[config.mk]
export PLATFORM = sky130hd
export DESIGN_NAME = blocpu_stack_unit
export DESIGN_NICKNAME = d
export VERILOG_FILES = /design/src/rtl/blocpu_stack_unit.sv
export SDC_FILE = /design/constraint.sdc
export NUM_CORES = 1
export LEC_CHECK = 0
export CORE_MARGIN = 10
export CORE_UTILIZATION = 65
export CTS_BUF_LIST = sky130_fd_sc_hd__clkbuf_4
export DETAILED_ROUTE_END_ITERATION = 10
export GPL_TIMING_DRIVEN = 0
export PLACE_DENSITY = 0.88
export SKIP_CTS_REPAIR_TIMING = 1
export SYNTH_ARGS = -nofsm -noshare
export SYNTH_HDL_FRONTEND = slang
export SYNTH_SLANG_ARGS = --single-unit
[constraint.sdc]
create_clock -name clock -period 10.3 [get_ports clock]
set_input_delay 1.545 -clock clock [delete_from_list [all_inputs] [get_ports clock]]
set_output_delay 1.545 -clock clock [all_outputs]
set_load 0.1 [all_outputs]
[src/rtl/blocpu_stack_unit.sv]
// blocpu_stack_unit -- hardware stack for the blocpu core.
//
// Purpose: a downward-growing stack of CPU_WIDTH-bit words kept in a
// single-port array. It supports byte PUSH/POP/PEEK and two-word CALL/RET
// for 2*CPU_WIDTH-bit return addresses. Single-word operations take one
// cycle. CALL and RET take two cycles (IDLE -> SECOND).
//
// Ports:
//   clock, in_reset          rising-edge clock; asynchronous active-high reset
//   in_op_valid/out_op_ready request handshake (ready only in IDLE)
//   in_op                    000 NOP 001 PUSH 010 POP 011 CALL 100 RET
//                            101 PEEK 110 CLEAR 111 illegal
//   in_data, in_addr         PUSH operand / CALL return address
//   in_drop                  extra entries discarded by RET
//   in_error_clear           clears the sticky error flag and code
//   out_data, out_addr       POP/PEEK result / RET result (held between pulses)
//   out_result_valid         one-cycle pulse when a result is presented
//   out_count, out_full, out_empty  occupancy
//   out_error, out_error_code       sticky error (01 ovf, 10 unf, 11 illegal)
//
// Build option: define BLOCPU_STACK_GUARD_EN to reject overflowing and
// underflowing operations. Without it the stack pointer wraps, storage is
// overwritten, and the count saturates.
module blocpu_stack_unit #(
  parameter int CPU_WIDTH = 8,
  parameter int DEPTH     = 16,
  localparam int PW       = $clog2(DEPTH)
) (
  input  logic                   clock,
  input  logic                   in_reset,
  input  logic                   in_op_valid,
  output logic                   out_op_ready,
  input  logic [2:0]             in_op,
  input  logic [CPU_WIDTH-1:0]   in_data,
  input  logic [2*CPU_WIDTH-1:0] in_addr,
  input  logic [3:0]             in_drop,
  input  logic                   in_error_clear,
  output logic [CPU_WIDTH-1:0]   out_data,
  output logic [2*CPU_WIDTH-1:0] out_addr,
  output logic                   out_result_valid,
  output logic [PW:0]            out_count,
  output logic                   out_full,
  output logic                   out_empty,
  output logic                   out_error,
  output logic [1:0]             out_error_code
);

  localparam logic [2:0] OP_NOP   = 3'b000;
  localparam logic [2:0] OP_PUSH  = 3'b001;
  localparam logic [2:0] OP_POP   = 3'b010;
  localparam logic [2:0] OP_CALL  = 3'b011;
  localparam logic [2:0] OP_RET   = 3'b100;
  localparam logic [2:0] OP_PEEK  = 3'b101;
  localparam logic [2:0] OP_CLEAR = 3'b110;

  localparam logic [1:0] ERR_OVF = 2'b01;
  localparam logic [1:0] ERR_UNF = 2'b10;
  localparam logic [1:0] ERR_ILL = 2'b11;

  // Wide enough for count plus the largest RET discard (2 + 15).
  localparam int EW = PW + 6;

  localparam logic [PW:0]   CNT_FULL = (PW+1)'(DEPTH);
  localparam logic [PW:0]   CNT_CALL = (PW+1)'(DEPTH - 2);
  localparam logic [PW:0]   CNT_ONE  = (PW+1)'(1);
  localparam logic [PW:0]   CNT_TWO  = (PW+1)'(2);
  localparam logic [PW-1:0] SP_ONE   = PW'(1);
  localparam logic [PW-1:0] SP_TWO   = PW'(2);

  typedef enum logic {S_IDLE, S_SECOND} state_t;

  logic [CPU_WIDTH-1:0] mem [DEPTH];

  state_t                 state_q, state_d;
  logic [PW-1:0]          sp_q, sp_d;
  logic [PW:0]            count_q, count_d;
  logic [2:0]             op_q, op_d;
  logic [3:0]             drop_q, drop_d;
  logic [CPU_WIDTH-1:0]   lo_q;
  logic [CPU_WIDTH-1:0]   data_q;
  logic [2*CPU_WIDTH-1:0] addr_q;
  logic                   valid_q, valid_d;
  logic                   err_q;
  logic [1:0]             code_q;

  logic                 accept;
  logic                 mem_we;
  logic [PW-1:0]        mem_addr;
  logic [CPU_WIDTH-1:0] mem_wdata;
  logic                 load_data, load_lo_mem, load_lo_addr, load_addr;
  logic                 err_set;
  logic [1:0]           err_code_new;
  logic [EW-1:0]        count_ext, need_acc, need_sec;
  logic                 push_block, call_block, pop_block, ret_block;

  assign count_ext = EW'(count_q);
  assign need_acc  = EW'(in_drop) + EW'(2);
  assign need_sec  = EW'(drop_q) + EW'(2);

`ifdef BLOCPU_STACK_GUARD_EN
  assign push_block = (count_q == CNT_FULL);
  assign call_block = (count_q > CNT_CALL);
  assign pop_block  = (count_q == '0);
  assign ret_block  = (count_ext < need_acc);
`else
  assign push_block = 1'b0;
  assign call_block = 1'b0;
  assign pop_block  = 1'b0;
  assign ret_block  = 1'b0;
`endif

  // Ready is forced low while reset is asserted, not just after the edge.
  assign out_op_ready = (state_q == S_IDLE) && !in_reset;
  assign accept       = in_op_valid && out_op_ready;

  always_comb begin
    state_d      = state_q;
    sp_d         = sp_q;
    count_d      = count_q;
    op_d         = op_q;
    drop_d       = drop_q;
    valid_d      = 1'b0;
    mem_we       = 1'b0;
    mem_addr     = sp_q;
    mem_wdata    = in_data;
    load_data    = 1'b0;
    load_lo_mem  = 1'b0;
    load_lo_addr = 1'b0;
    load_addr    = 1'b0;
    err_set      = 1'b0;
    err_code_new = 2'b00;
    case (state_q)
      S_IDLE: begin
        if (accept) begin
          op_d   = in_op;
          drop_d = in_drop;
          case (in_op)
            OP_NOP: ;
            OP_PUSH: begin
              if (push_block) begin
                err_set = 1'b1; err_code_new = ERR_OVF;
              end else begin
                mem_we   = 1'b1;
                mem_addr = sp_q - SP_ONE;
                sp_d     = sp_q - SP_ONE;
                count_d  = (count_q == CNT_FULL) ? CNT_FULL : count_q + CNT_ONE;
              end
            end
            OP_POP, OP_PEEK: begin
              if (pop_block) begin
                err_set = 1'b1; err_code_new = ERR_UNF;
              end else begin
                load_data = 1'b1;
                valid_d   = 1'b1;
                if (in_op == OP_POP) begin
                  sp_d    = sp_q + SP_ONE;
                  count_d = (count_q == '0) ? '0 : count_q - CNT_ONE;
                end
              end
            end
            OP_CALL: begin
              if (call_block) begin
                err_set = 1'b1; err_code_new = ERR_OVF;
              end else begin
                // High byte now; low byte is kept in lo_q for SECOND.
                mem_we       = 1'b1;
                mem_addr     = sp_q - SP_ONE;
                mem_wdata    = in_addr[2*CPU_WIDTH-1:CPU_WIDTH];
                load_lo_addr = 1'b1;
                state_d      = S_SECOND;
              end
            end
            OP_RET: begin
              if (ret_block) begin
                err_set = 1'b1; err_code_new = ERR_UNF;
              end else begin
                load_lo_mem = 1'b1;
                state_d     = S_SECOND;
              end
            end
            OP_CLEAR: begin
              sp_d    = '0;
              count_d = '0;
            end
            default: begin
              err_set = 1'b1; err_code_new = ERR_ILL;
            end
          endcase
        end
      end
      S_SECOND: begin
        state_d = S_IDLE;
        if (op_q == OP_CALL) begin
          mem_we    = 1'b1;
          mem_addr  = sp_q - SP_TWO;
          mem_wdata = lo_q;
          sp_d      = sp_q - SP_TWO;
          count_d   = (count_q >= CNT_CALL) ? CNT_FULL : count_q + CNT_TWO;
        end else begin
          mem_addr  = sp_q + SP_ONE;
          load_addr = 1'b1;
          valid_d   = 1'b1;
          sp_d      = PW'(EW'(sp_q) + need_sec);
          count_d   = (count_ext < need_sec) ? '0 : (PW+1)'(count_ext - need_sec);
        end
      end
      default: state_d = S_IDLE;
    endcase
  end

  // Storage has no reset: contents survive reset and CLEAR.
  always_ff @(posedge clock) begin
    if (mem_we) mem[mem_addr] <= mem_wdata;
  end

  always_ff @(posedge clock or posedge in_reset) begin
    if (in_reset) begin
      state_q <= S_IDLE;
      sp_q    <= '0;
      count_q <= '0;
      op_q    <= OP_NOP;
      drop_q  <= '0;
      lo_q    <= '0;
      data_q  <= '0;
      addr_q  <= '0;
      valid_q <= 1'b0;
      err_q   <= 1'b0;
      code_q  <= 2'b00;
    end else begin
      state_q <= state_d;
      sp_q    <= sp_d;
      count_q <= count_d;
      op_q    <= op_d;
      drop_q  <= drop_d;
      valid_q <= valid_d;
      if (load_data)         data_q <= mem[mem_addr];
      if (load_lo_mem)       lo_q   <= mem[mem_addr];
      else if (load_lo_addr) lo_q   <= in_addr[CPU_WIDTH-1:0];
      if (load_addr)         addr_q <= {mem[mem_addr], lo_q};
      // A new error takes priority over a simultaneous clear.
      if (err_set) begin
        err_q  <= 1'b1;
        code_q <= err_code_new;
      end else if (in_error_clear) begin
        err_q  <= 1'b0;
        code_q <= 2'b00;
      end
    end
  end

  assign out_data         = data_q;
  assign out_addr         = addr_q;
  assign out_result_valid = valid_q;
  assign out_count        = count_q;
  assign out_full         = (count_q == CNT_FULL);
  assign out_empty        = (count_q == '0);
  assign out_error        = err_q;
  assign out_error_code   = code_q;

endmodule

* After elaboration in Yosys (flattened, before gate mapping)
Memory sizes are Yosys's and may differ from the RTL's.
Cells that the tools add are included.
** Storage, ports and cells
- Memories :: 1
- Flip-flop bits (word level) :: 53
- Bits in writable memories :: 128
- Word-level logic and storage cells :: 103
** Memory list
- mem :: words 16, bits a word 8, rd ports 1, clocked after Yosys merged registers in 0, wr ports 1, RTL line 72 : logic [CPU_WIDTH-1:0] mem [DEPTH];
** Cells by class
- Bitwise gates (word level) :: 1
- Muxes and demuxes :: 55
- $add $sub $neg :: 9
- Eq/ne operators :: 11
- $lt $le $gt $ge :: 2
- Reductions and logical operators :: 13
** Operators by type and width (count)
- $mux W8 :: 5
- $mux W5 :: 7
- $mux W4 :: 6
- $mux W1 :: 23
- $pmux W4 S2 :: 2
- $pmux W8 S2 :: 1
- $pmux W5 S3 :: 1
- $pmux W4 S3 :: 1
- $mux W2 :: 5
- $pmux W5 S2 :: 1
- $eq A3 B2 Y1 const B :: 3
- $eq A3 B3 Y1 const B :: 3
- $reduce_or A7 Y1 :: 1
- $pmux W1 S2 :: 3
- $reduce_or A2 Y1 :: 3
- $add A4 B2 Y5 const B :: 1
- $add A5 B1 Y5 const B :: 1
- $add A5 B2 Y5 const B :: 1
- $eq A5 B5 Y1 const B :: 1
- $ge A5 B4 Y1 const B :: 1
- $logic_not A5 Y1 :: 1
- $lt A5 B5 Y1 :: 1
- $sub A5 B1 Y5 const B :: 1
- $sub A5 B5 Y5 :: 1
- 15 further kinds :: 17

* Logic depth before layout (Yosys ltp)
Gate-level depths: netlist of the first run.
- Word-level depth :: 7
- Mapped depth :: 16
- Gate-level depth less buffers :: 10

* Worst setup path after synthesis of the first run
OpenSTA, ideal clock, no wires.
- Path type :: register to output
- Start :: reg count_q[1] (netlist: out_count[1])
- End :: out out_empty
- Arrival time :: 3.071 ns
- Buffers on the path :: 0
- Stages on the path, launching flop included :: 5
- Setup slack :: 5.684 ns
- Path through :: dfrtp_1 inv_1 ha_1 or3b_2 nor2_1
** Between the ends
- Longest elaborated chain between the ends :: 1
** RTL lines
- start, declared :: RTL line 76 : logic [PW:0] count_q, count_d;
- start signal, assigned :: RTL line 232 : count_q <= count_d;
- $logic_not A5 Y1 :: RTL line 256 : assign out_empty = (count_q == '0);
- end, declared :: RTL line 43 : output logic out_empty,
Every way passes these cells.

* Worst setup path after layout of the first run
- Start :: reg sp_q[0]
- End :: mem mem[3][0] (enable)
** Between the ends
- Longest elaborated chain between the ends :: 4
** RTL lines
- start, declared :: RTL line 75 : logic [PW-1:0] sp_q, sp_d;
- start signal, assigned :: RTL line 231 : sp_q <= sp_d;
- $sub A4 B1 Y4 :: RTL line 144, 167
- $mux W4
- $mux W4 :: RTL line 134 : if (accept) begin
- $pmux W4 S2 (*) :: RTL line 132 : case (state_q)
- end, declared :: RTL line 72
Every way passes the cells marked *; elsewhere a longest branch is shown, timed or not.

==> results of run 1 <==
## registers in the layout (all words and copies together), names as in the netlist
register and count:
mem 128, out_addr 16, lo_q 8, out_data 8
out_count 5, drop_q 4, sp_q 4, op_q 3
out_error_code 1, out_result_valid 1, state_q 1
## Yosys cell counts, drive strengths merged, types with 16 or more instances
master	count	share of area [%]
nand3	32	1.7
a21oi	31	1.8
a221oi	18	1.7
a32oi	22	2.3
nand2	130	5.3
ha	20	2.7
inv	30	1.2
clkbuf	31	1.3
dfrtp	51	14
a22o	16	1.5
a31oi	23	1.6
edfxtp	128	42
and3	19	1.4
o31ai	16	1.3
nor2	40	1.6
o21ai	19	1.0
buf	24	1.8
## worst max path at each step
stage / startpoint / endpoint / slack (ps)
global route: sp_q[0] / mem[7][5] / 4680
floorplan: out_count[1] / out_empty / 5680
detailed placement: in_reset / mem[10][2] / 4740
CTS: sp_q[0] / mem[11][5] / 4970
finish: sp_q[0] / mem[3][0] / 4810
global placement: in_reset / mem[6][2] / 4690
## kinds of logic after synthesis
family	Yosys count
AOI/OAI and AO/OA	230
xor gates and xnor gates	11
adders and majority gates	22
buffers and inverters	85
DFF	179
muxes	9
and+or+nand+nor	287
## layout by cell type (no fill, tap or decap), drive strengths merged, types with 10 or more instances in the layout
master / n
nand2: 130
edfxtp: 128
clkdlybuf4s50: 68
dfrtp: 51
clkbuf: 49
nor2: 40
inv: 36
nand3: 32
a21oi: 31
buf: 26
a31oi: 23
a32oi: 22
ha: 20
o21ai: 19
and3: 19
a221oi: 18
a22o: 16
o31ai: 16
nor3: 15
and2: 13
o2111ai: 10
## routing by layer
metal / global-route usage (%) / vias to the layer above / wire length [um]
li1: - / 3323 / -
met3: 8.322 / 134 / 3709
met4: 13.56 / 0 / 1354
met5: 0 / - / 0
met1: 36.06 / 3672 / 10620
met2: 45.26 / 686 / 13090
## power by group through the flow
stage	registers [uW]	logic (uW)	clock network, uW
after global placement	958	1530	0
after detailed placement	962	1560	0
after CTS	946	1580	393
after global routing	959	1700	419
final	950	1620	396
after floorplan	1330	745	0
## area by class of cell
type,count,area share [%]
sequential,179,49.01
multi-input combinational,559,35.50
timing repair buffer,70,6.778
buffer,55,2.671
tap,180,2.156
clock inverter,14,1.521
clock buffer,18,1.293
inverter,30,1.078
## metrics by stage
step,hold WS [ps],instance area (um^2),util (%),setup WS [ps]
floorplan,460.5,9160,-,5684
global placement,460.9,10070,72.80,4687
detailed placement,464.1,10110,73.12,4735
CTS,499.5,10410,75.25,4974
global route,511.1,10450,75.56,4676
finish,498.5,10450,75.56,4812
## worst max-delay path, stage by stage (launching register included)
cell and delay, ps:
dfrtp_1 440, buf_2 210, inv_1 240, clkbuf_1 470, clkbuf_1 580, ha_1 450
nor3b_1 430, a32o_1 290, clkbuf_1 510, o21ai_0 340, nor3_1 1160
==> impl_metrics.yaml, run 1 <==
sta:
  finClkSkew_ps: 28.23
  slew_headroom_pct: 3.402
  worst_pin_slew_ps: 1438
  tns_ps: 0
  setup_violations: 0
  timing.fmax_ghz: 0.1822
  finalCritPeriodShare_pct: 53.28
  drv_slew: 0
  post-route-min-period_ps: 5488
  finalHoldViolations: 0
  rsz0062_at_grt: "false"
yosys:
  yosys.area_share.simple_pct: 15.09
  synthMuxAreaShare_pct: 1.229
  synth_edf_count: 128
  synthArstFlopShare_pct: 28.49
  ys_dominant_reg_cell: "edfxtp_1"
  synthXorXnorAreaFrac_pct: 1.052
  syn_area_um2: 9160
  yosys_warnings: 0
  synth_compound_area_share_pct: 19.29
  syn_nets: 880
  ys_types: 73
  synth_seq_cells: 179
  syn_inst: 823
  synth_top_family_by_area: "compound AO/OA/AOI/OAI gates"
  syn_area_per_cell_um2: 11.13
  seq_area_frac_synth_pct: 55.89
  synthAdderAreaFrac_pct: 3.169
critical_path:
  startpoint_type: "flop"
  r2r-start: "sp_q[0]"
  cp-end-kind: "flop"
  rrSetupSlack_ps: 4810
  rr_endpoint: "mem[3][0]"
  worstPathMaxFanout: 10
  required_ps: 10530
  path_class: "reg2reg"
  arrival_ps: 5720
  reg2regPathDepth: 10
pwr:
  totalPowerFinal_uw: 2969
  power.switching_uw: 1517
  peakVddDrop_uv: 195.2
  clockPowerShare_pct: 13.3
  p_int_uw: 1452
  p_seq_share_pct: 32.0
  pwr-share-comb_pct: 54.7
  power_leakage_uw: 0.003907
  powerDensity_nw_per_um2: 284.2
  swShare_pct: 51.09
global_routing:
  grt_pass1_vias: 7453
  grt_max_degree: 40
  antenna_found_initial: 0
  grt_pass1_wl_um: 43380
  gr-usage-all-layers_pct: 28.81
  grt-ovfl-total: 0
die:
  die_x_um: 138.7
  dieArea_um2: 19240
  ios: 71
  core-area_um2: 13830
  die_h_um: 138.7
  row_count: 43
  initial_core_util_pct: 66.25
clock_tree:
  ctsLongestPathBuffers: 2
  root_buffer: "clkbuf_4"
  cts_tree: "yes"
  clk_latency_ps: 610
  cts.sinks: 179
  clk_pin_slew_ps: 150
  htreeDepth: 4
  cts_buffers: 17
hold_path:
  min_from: "out_addr[5]"
  hp-class: "reg2reg"
  whs_path_depth: 2
  holdPathEnd: "out_addr[5]"
drt:
  num_vias: 7815
  postRouteAntennaNets: 0
  drtIter0Drc: 1278
  wl_per_cell_um: 26.04
  drtPass1Iterations: 5
  vias_per_cell: 7.072
  routed_wl_um: 28770
  drc: 0
placed_design:
  portBuffers: 68
  place.gp.congestion: 0.9955
  hpwl_um: 20330
  dp.cells: 1072
layout:
  final_cell_count_no_fill: 1105
  fill_cells: 846
  drive_above_1_share_pct: 10.05
  multi_input_area_um2: 3709
  area_growth_pct: 14.06
  register_area_um2: 5120
  nNetsFinal: 969
  diodes: 0
status:
  status: "finished, final reports clean"
flow_run:
  max_cap_violations: 0
No activity file was read; power rests on OpenSTA's default activity.
==> run 2: changes to the inputs <==
--- a/config.mk
+++ b/config.mk
@@ -6,11 +6,11 @@
 export NUM_CORES = 1
 export LEC_CHECK = 0
 export CORE_MARGIN = 10
-export CORE_UTILIZATION = 65
+export CORE_UTILIZATION = 55
 export CTS_BUF_LIST = sky130_fd_sc_hd__clkbuf_4
 export DETAILED_ROUTE_END_ITERATION = 10
 export GPL_TIMING_DRIVEN = 0
-export PLACE_DENSITY = 0.88
+export PLACE_DENSITY = 0.79
 export SKIP_CTS_REPAIR_TIMING = 1
 export SYNTH_ARGS = -nofsm -noshare
 export SYNTH_HDL_FRONTEND = slang
==> constraint.sdc (replaced) <==
create_clock -name clock -period 4.95 [get_ports clock]
set_input_delay 0.7425 -clock clock [delete_from_list [all_inputs] [get_ports clock]]
set_output_delay 0.7425 -clock clock [all_outputs]
set_load 0.1 [all_outputs]
==> impl_metrics.yaml, run 2 (synthesis results as in run 1) <==
placed_design:
  pre_cts_ws_ps: -200.4
  dp.cells: 1112
  hpwl_um: 18610
  place.gp.congestion: 0.9076
  portBuffers: 68
pwr:
  power_leakage_uw: 0.003913
  powerDensity_nw_per_um2: 574.7
  peakVddDrop_uv: 485.9
layout:
  nNetsFinal: 970
  area_growth_pct: 14.70
  largest_reg_flops: 128
  drive_above_1_share_pct: 10.69
  final_cell_count_no_fill: 1147
  fill_cells: 1310
  top_register: "mem"
  final_cell_mix: "nand2_1, edfxtp_1, clkdlybuf4s50_1"
  final_util_pct: 63.81
  final_common_cell: "nand2_1"
critical_path:
  cp-end-kind: "flop"
  startpoint_type: "flop"
  path_class: "reg2reg"
  arrival_ps: 5100
  reg2regPathDepth: 10
  required_ps: 5200
  worstPathMaxFanout: 10
sta:
  rsz0062_at_grt: "true"
  drv_slew: 0
  setup_violations: 0
  worst_pin_slew_ps: 1304
  finClkSkew_ps: 31.94
  post-route-min-period_ps: 4851
  slew_headroom_pct: 12.39
  timing.fmax_ghz: 0.2061
  setup_ws_ps: 99.00
  tns_ps: 0
  finalHoldViolations: 0
  finalCritPeriodShare_pct: 98.00
flow_run:
  max_cap_violations: 0
global_routing:
  grt_pass1_vias: 6970
  grt_pass1_wl_um: 39010
  grt_max_degree: 27
  antenna_found_initial: 1
  gr-usage-all-layers_pct: 22.66
  grt-ovfl-total: 0
drt:
  postRouteAntennaNets: 0
  vias_per_cell: 6.447
  num_vias: 7395
  drtPass1Iterations: 5
  routed_wl_um: 25700
  drc: 0
  drtIter0Drc: 924
  wl_per_cell_um: 22.40
die:
  row_count: 47
  dieArea_um2: 22220
  ios: 71
  die_h_um: 149.1
  core-area_um2: 16470
  initial_core_util_pct: 55.63
  die_x_um: 149.1
clock_tree:
  cts_tree: "yes"
  cts.sinks: 179
  ctsLongestPathBuffers: 2
  root_buffer: "clkbuf_4"
  clk_pin_slew_ps: 160
  cts_buffers: 17
  htreeDepth: 4
  clk_latency_ps: 620
hold_path:
  whs_path_depth: 3
  hp-class: "in2reg"
status:
  status: "finished, final reports clean"
[run 2: report_power, final]
part           switching [uW]  total (uW)  internal (uW)
Combinational            2300        3280            975
Sequential                158        1960           1800
Clock                     568         799            231
Total                    3030        6040           3010
[run 2: metal layers]
metal,GRT usage (%),vias to the layer above,part of all wire (%)
met1,28.88,3537,40
met5,0,-,0
met2,36.23,455,46
li1,-,3343,-
met4,8.342,0,2.9
met3,6.250,60,11
[run 2: path summary, 6_finish.rpt]
| check | from | end | slack, ps |
|---|---|---|---|
| max in group asynchronous | in_reset | sp_q[2] | 3710 |
| worst min-delay path | in_op[2] | op_q[2] | 480 |
| worst min register to register | out_addr[5] | out_addr[5] | 500 |
| worst max register to register | sp_q[0] | mem[3][2] | 100 |
| worst max-delay path | sp_q[0] | mem[3][2] | 100 |
| min in group asynchronous | in_reset | out_addr[1] | 670 |
[run 2: area by class of cell]
type | count | area [um^2] | share of cell area, %
diodes | 1 | 2.502 | 0.02382
plain buffers | 55 | 280.3 | 2.668
clock buffers | 18 | 135.1 | 1.286
clock inverters | 14 | 136.4 | 1.298
inverters | 30 | 112.6 | 1.072
multi-input cells | 559 | 3729 | 35.49
flip-flops and latches | 179 | 5120 | 48.73
well taps | 220 | 275.3 | 2.620
repair buffers | 71 | 715.7 | 6.812
[run 2: critical path, stage by stage, from the launching register on]
cell and delay [ps]:
dfrtp_1 440, buf_2 200, inv_1 230, clkbuf_1 440, clkbuf_2 360, ha_1 400, nor3b_1 430, a32o_1 320
clkbuf_1 420, o21ai_0 410, nor3_2 830
[run 2: through the flow]
stage	power, uW	cell area (um^2)	hold slack, ps
finish	6038	10510	476.6
CTS	5967	10430	469.1
global route	6319	10510	514.1
detailed placement	5182	10160	464.4
floorplan	4318	9160	460.5
global placement	5138	10120	459.9
==> run 3: changes to the inputs <==
--- a/config.mk
+++ b/config.mk
@@ -5,6 +5,7 @@
 export SDC_FILE = /design/constraint.sdc
 export NUM_CORES = 1
 export LEC_CHECK = 0
+export CAP_MARGIN = 15
 export CORE_MARGIN = 10
 export CORE_UTILIZATION = 55
 export CTS_BUF_LIST = sky130_fd_sc_hd__clkbuf_4
==> impl_metrics.yaml, run 3 (synthesis results as in run 1) <==
critical_path:
  required_ps: 5160
  worstPathMaxFanout: 10
  cp-end-kind: "flop"
  arrival_ps: 4910
  startpoint_type: "flop"
  rrSetupSlack_ps: 250
  path_class: "reg2reg"
hold_path:
  hp-class: "in2reg"
die:
  dieArea_um2: 22220
  core-area_um2: 16470
  row_count: 47
  ios: 71
  initial_core_util_pct: 55.63
  die_x_um: 149.1
  die_h_um: 149.1
clock_tree:
  clk_latency_ps: 590
  htreeDepth: 4
  ctsLongestPathBuffers: 2
  cts.sinks: 179
  root_buffer: "clkbuf_4"
  cts_buffers: 17
  clk_pin_slew_ps: 170
  cts_tree: "yes"
sta:
  drv_slew: 0
  finClkSkew_ps: 29.29
  rsz0062_at_grt: "false"
  timing.fmax_ghz: 0.2128
  slew_headroom_pct: 28.61
  post-route-min-period_ps: 4699
  finalHoldViolations: 0
  worst_pin_slew_ps: 1067
  setup_violations: 0
  setup_ws_ps: 250.9
  finalCritPeriodShare_pct: 94.93
layout:
  final_util_pct: 64.19
  final_cell_count_no_fill: 1157
  nNetsFinal: 980
  drive_above_1_share_pct: 10.90
  largest_reg_flops: 128
  top_register: "mem"
  multi_input_area_um2: 3695
  fill_cells: 1290
  final_cell_mix: "nand2_1, edfxtp_1, clkdlybuf4s50_1"
  final_common_cell: "nand2_1"
  area_growth_pct: 15.38
  register_area_um2: 5120
pwr:
  power_leakage_uw: 0.003984
  p_seq_share_pct: 32.2
  powerDensity_nw_per_um2: 575.8
  pwr-share-comb_pct: 54.0
  peakVddDrop_uv: 502.2
  power.switching_uw: 3023
  p_int_uw: 3062
  totalPowerFinal_uw: 6085
  clockPowerShare_pct: 13.9
  swShare_pct: 49.68
drt:
  drc: 0
  num_vias: 7488
  postRouteAntennaNets: 0
  drtIter0Drc: 843
  routed_wl_um: 25790
  wl_per_cell_um: 22.29
  drtPass1Iterations: 5
  vias_per_cell: 6.472
placed_design:
  portBuffers: 68
  hpwl_um: 18890
  place.gp.congestion: 0.9076
  pre_cts_ws_ps: -53.51
  dp.cells: 1124
global_routing:
  gr-usage-all-layers_pct: 23.14
  grt_pass1_vias: 7058
  grt_pass1_wl_um: 39830
  grt_max_degree: 27
  grt-ovfl-total: 0
  antenna_found_initial: 1
status:
  status: "finished, final reports clean"
flow_run:
  max_cap_violations: 0
run 3: per-layer routing:
metal	vias up	GRT usage, %	part of all wire (%)
met5	-	0	0
met1	3559	30.33	40
met2	494	36.34	46
met4	0	9.028	3.2
met3	75	5.643	11
li1	3360	-	-
run 3: per-stage QoR:
| stage | hold WS, ps | instance area, um^2 | TNS, ps |
|---|---|---|---|
| 6_report | 494.6 | 10570 | 0 |
| 5_1_grt | 512.4 | 10570 | 0 |
| 4_1_cts | 464.7 | 10540 | -438.6 |
| 3_5_place_dp | 464.1 | 10240 | -160.3 |
| 3_3_place_gp | 459.9 | 10120 | -2459 |
| 2_1_floorplan | 460.5 | 9160 | 0 |
run 3: area by class of cell:
type	count	area share [%]
Multi-Input combinational cell	559	34.96
Inverter	30	1.065
Antenna cell	1	0.02368
Sequential cell	179	48.44
Tap cell	220	2.604
Timing Repair Buffer	81	7.411
Clock buffer	18	1.279
Clock inverter	14	1.563
Buffer	55	2.652
run 3: final timing paths:
path	startpoint	to	depth (start not counted)
worst max-delay path	sp_q[0]	mem[0][4]	13
worst min-delay path	in_op[2]	op_q[2]	3
worst max register to register	sp_q[0]	mem[0][4]	13
worst min register to register	out_addr[5]	out_addr[5]	2
max in group asynchronous	in_reset	lo_q[5]	3
min in group asynchronous	in_reset	out_count[3]	2
run 3: critical path: stages, from the launching register on:
cell	delay, ps
dfrtp_1	430
buf_2	190
inv_1	220
clkbuf_1	450
clkbuf_2	390
ha_1	250
nor2b_1	190
a21oi_1	90
nand2_1	80
and3_1	210
buf_2	290
buf_1	480
nand2_1	290
nor2_1	750
run 3: power by group through the flow:
stage	logic, uW	registers [uW]	clock network (uW)
final	3280	1960	843
after global routing	3460	1990	918
after CTS	3210	1960	850
after detailed placement	3200	1990	0
after global placement	3150	1980	0
after floorplan	1550	2770	0
==> RTL change 1: new RTL, flow settings as in run 2 <==
Compare `count_q` against `CNT_FULL` with >= in place of ==.
--- a/src/rtl/blocpu_stack_unit.sv
+++ b/src/rtl/blocpu_stack_unit.sv
@@ -143,7 +143,7 @@
                 mem_we   = 1'b1;
                 mem_addr = sp_q - SP_ONE;
                 sp_d     = sp_q - SP_ONE;
-                count_d  = (count_q == CNT_FULL) ? CNT_FULL : count_q + CNT_ONE;
+                count_d  = (count_q >= CNT_FULL) ? CNT_FULL : count_q + CNT_ONE;
               end
             end
             OP_POP, OP_PEEK: begin
Behaviour: no difference found for any inputs over 4 cycles, from zero or initial values and one cycle with in_reset high; that may be too few to reach the edited logic, so the function may still have changed.
==> RTL change 1 against run 2 <==
Power shrank 7.1%; sequential cell count is the same; combinational power shrank 16%; critical path depth shrank 2; via count shrank 4.4%; clock power grew 13%; wire length shrank 3.7%; cell area shrank 5.9%; setup slack gained 0.33 ns; synthesized area shrank 7.0%; critical path type unchanged; critical endpoint is now mem[3][1].
==> RTL change 1: results (changes against run 2) <==
status complete, no violations; Area Overhead vs Synth 16.16%; grt met2 use 0.3655 (+0.003225); vias in the first global route 6746 (-3.2%); compound-gate portion of the synthesized area 0.1284 (-0.06443); mux contribution to synthesized area 0.01528 (+0.002989); Place WS -0.1292 ns (+0.07119 ns); multi-input logic portion of the cell area 0.3231 (-0.03180); synth cell count leaders nand3_1, edfxtp_1, nand2_1; detailed placement HPWL 17220 µm (-7.5%); GRT Total Usage 0.2378 (+0.01114); clock skew 0.02444 ns (-0.007506 ns); Mapped Nets 807 (-8.3%); buffering overhead 0.09614 (+0.001346); routed vias 7068 (-4.4%); share of layout cells above drive strength 1 0.1006 (-0.006327); GR met1 Demand/Resource 0.3143 (+0.02552); Synth Instances 750 (-8.9%); post-synthesis xor/xnor area fraction 0.009258 (-0.001260); DP Area 9550 µm² (-6.0%); LEAKAGE 3.495 nW (-11%); sequential cells 179 (unchanged); Signal inverters 18 (-40%); port buffer count 69 (+1.5%); routed wl met3 3017 µm (+4.8%); comb_multi_in 500 (-11%); VDD IR max 426.5 µV (-12%); Seq/Total Area, Yosys 0.6013 (+0.04238); CP max stage delay 1.12 ns (+0.29 ns); Crit path max-delay family simple AND/OR/NAND/NOR gates; critical path arrival 4.74 ns (-0.36 ns); GPL Wtd Cong 0.9981 (+10%); Synth Area in Adders 0.03409 (+0.002403)
[RTL change 1: power groups by stage]
stage | registers, W | clock network, W | logic, W
global route | 0.00196 | 0.000967 | 0.00290
detailed placement | 0.00197 | 0 | 0.00270
global placement | 0.00196 | 0 | 0.00261
CTS | 0.00194 | 0.000904 | 0.00271
finish | 0.00194 | 0.000905 | 0.00276
floorplan | 0.00270 | 0 | 0.00118
[RTL change 1: worst paths after layout]
path	from	to	slack, ns	cells past startpoint
setup / recovery	sp_q[1]	mem[3][1]	0.43	8
hold / removal	out_data[7]	out_data[7]	0.51	2
setup reg to reg	sp_q[1]	mem[3][1]	0.43	8
hold reg to reg	out_data[7]	out_data[7]	0.51	2
max in group asynchronous	in_reset	out_addr[5]	3.79	3
min in group asynchronous	in_reset	out_error_code[0]	0.63	2
[RTL change 1: cell families after synthesis]
| group | Yosys count |
|---|---|
| compound gates | 147 |
| simple gates | 310 |
| fa+ha+maj | 22 |
| flops | 179 |
| xor+xnor | 9 |
| mux | 12 |
| buf+inv | 71 |
==> RTL change 2: new RTL, flow settings as in run 2 <==
Without the edit above. The parameter `CPU_WIDTH` goes from 8 to 6.
--- a/src/rtl/blocpu_stack_unit.sv
+++ b/src/rtl/blocpu_stack_unit.sv
@@ -22,7 +22,7 @@
 // underflowing operations. Without it the stack pointer wraps, storage is
 // overwritten, and the count saturates.
 module blocpu_stack_unit #(
-  parameter int CPU_WIDTH = 8,
+  parameter int CPU_WIDTH = 6,
   parameter int DEPTH     = 16,
   localparam int PW       = $clog2(DEPTH)
 ) (
Ports: changed (resized in_addr, in_data, out_addr and out_data); port bits go from 71 to 59. No check against the original RTL was run, so the function may have changed too.
==> RTL change 2 against run 2 <==
The flow now finishes with violations (design-rule violations); cell count fell by 29%; sequential cell count shrank 40; die area is 23% lower; clock power fell by 7.0%; via count decreased by 31%; setup slack improved by 0.86 ns; sequential share of layout area is 1.3 points higher; critical path depth is 5 lower; wire length down 32%; sequential power shrank 21%; power shrank 24%; synthesized area down 26%; first-iteration DRC count down 40%; cell area fell by 25%.
==> RTL change 2: results (changes against run 2) <==
failing checks design-rule violations; critical path arrival 3.25 ns (-1.85 ns); Setup crit end out_empty; compound-gate portion of the synthesized area 0.1620 (-0.03084); status finished with violations; Inserted Diodes 0 (-1); Crit. Startpoint out_count[1]; slowest cell on the critical path clkdlybuf4s50_1; Synth Area in Adders 0.04272 (+0.01103); mux contribution to synthesized area 0.02780 (+0.01551); first-pass GRT wire length 27670 µm (-29%); r2r setup slk 0.98 ns (+0.88 ns); Hold Path Cell Cnt 2 (-1); min cycle time layout 3.996 ns (-0.8553 ns); Reg clk slew, reported paths 0.14 ns (-0.02 ns); RR Startpoint sp_q[1]; Synth cell types 72 (-1.4%); post-synthesis xor/xnor area fraction 0.006444 (-0.004073); largest net degree at the start of global routing 44 (+63%); Mapped Nets 612 (-30%); mean post-synth cell area 12.11 µm² (+8.8%); detailed placement HPWL 12410 µm (-33%); clock skew 0.02873 ns (-0.003215 ns); DRT Wirelength 17530 µm (-32%); fraction of registers with async set/reset 0.3094 (+0.02444); First-pass DRT Iterations 9 (+4); # DRC 2 (+2); CP max stage delay 1.19 ns (+0.36 ns); Seq/Total Area, Yosys 0.5826 (+0.02364); GPL Wtd Cong 0.8731 (-3.8%); VDD IR max 302.2 µV (-38%); non-filler instance count after layout 819 (-29%); Post-synth EDFFs 96 (-25%); max reg flops 96 (-25%); Worst Hold Class flop to flop; hold_sp out_data[1]; hold endpoint out_data[1]; r2r endpoint out_addr[8]; measured slew at the worst slew-check pin 1.079 ns (-0.2254 ns); synth top area cells edfxtp_1, dfrtp_1, ha_1; Sw Share 0.4816 (-0.02009)
==> RTL change 2: area by class of cell <==
cell class	instances	area (µm²)
repair buffers	58	580.6
multi-input cells	373	2644
flip-flops and latches	139	3959
fillers	905	4146
well taps	168	210.2
clock buffers	17	127.6
clock inverters	15	157.7
plain buffers	33	176.4
inverters	16	60.06
==> RTL change 2: logic make-up after synthesis <==
family,Yosys count
AOI/OAI and AO/OA,148
xor gates and xnor gates,5
adders and majority gates,22
buffers and inverters,49
DFF,139
muxes,17
and+or+nand+nor,181
==> RTL change 2: through the flow <==
step                  util  cell area (µm²)  power (W)
finish              0.6562             7915   0.004589
global route        0.6562             7915   0.004813
CTS                 0.6547             7896   0.004572
detailed placement  0.6310             7611   0.003837
global placement    0.6295             7592   0.003785
floorplan                -             6802   0.003200
==> RTL change 2: routing by layer <==
metal	global-route usage	vias to the layer above	wire, µm
met2	0.2984	269	7802
met3	0.05069	45	1516
li1	-	2304	-
met1	0.2750	2489	7808
met4	0.06813	0	407
met5	0	-	0
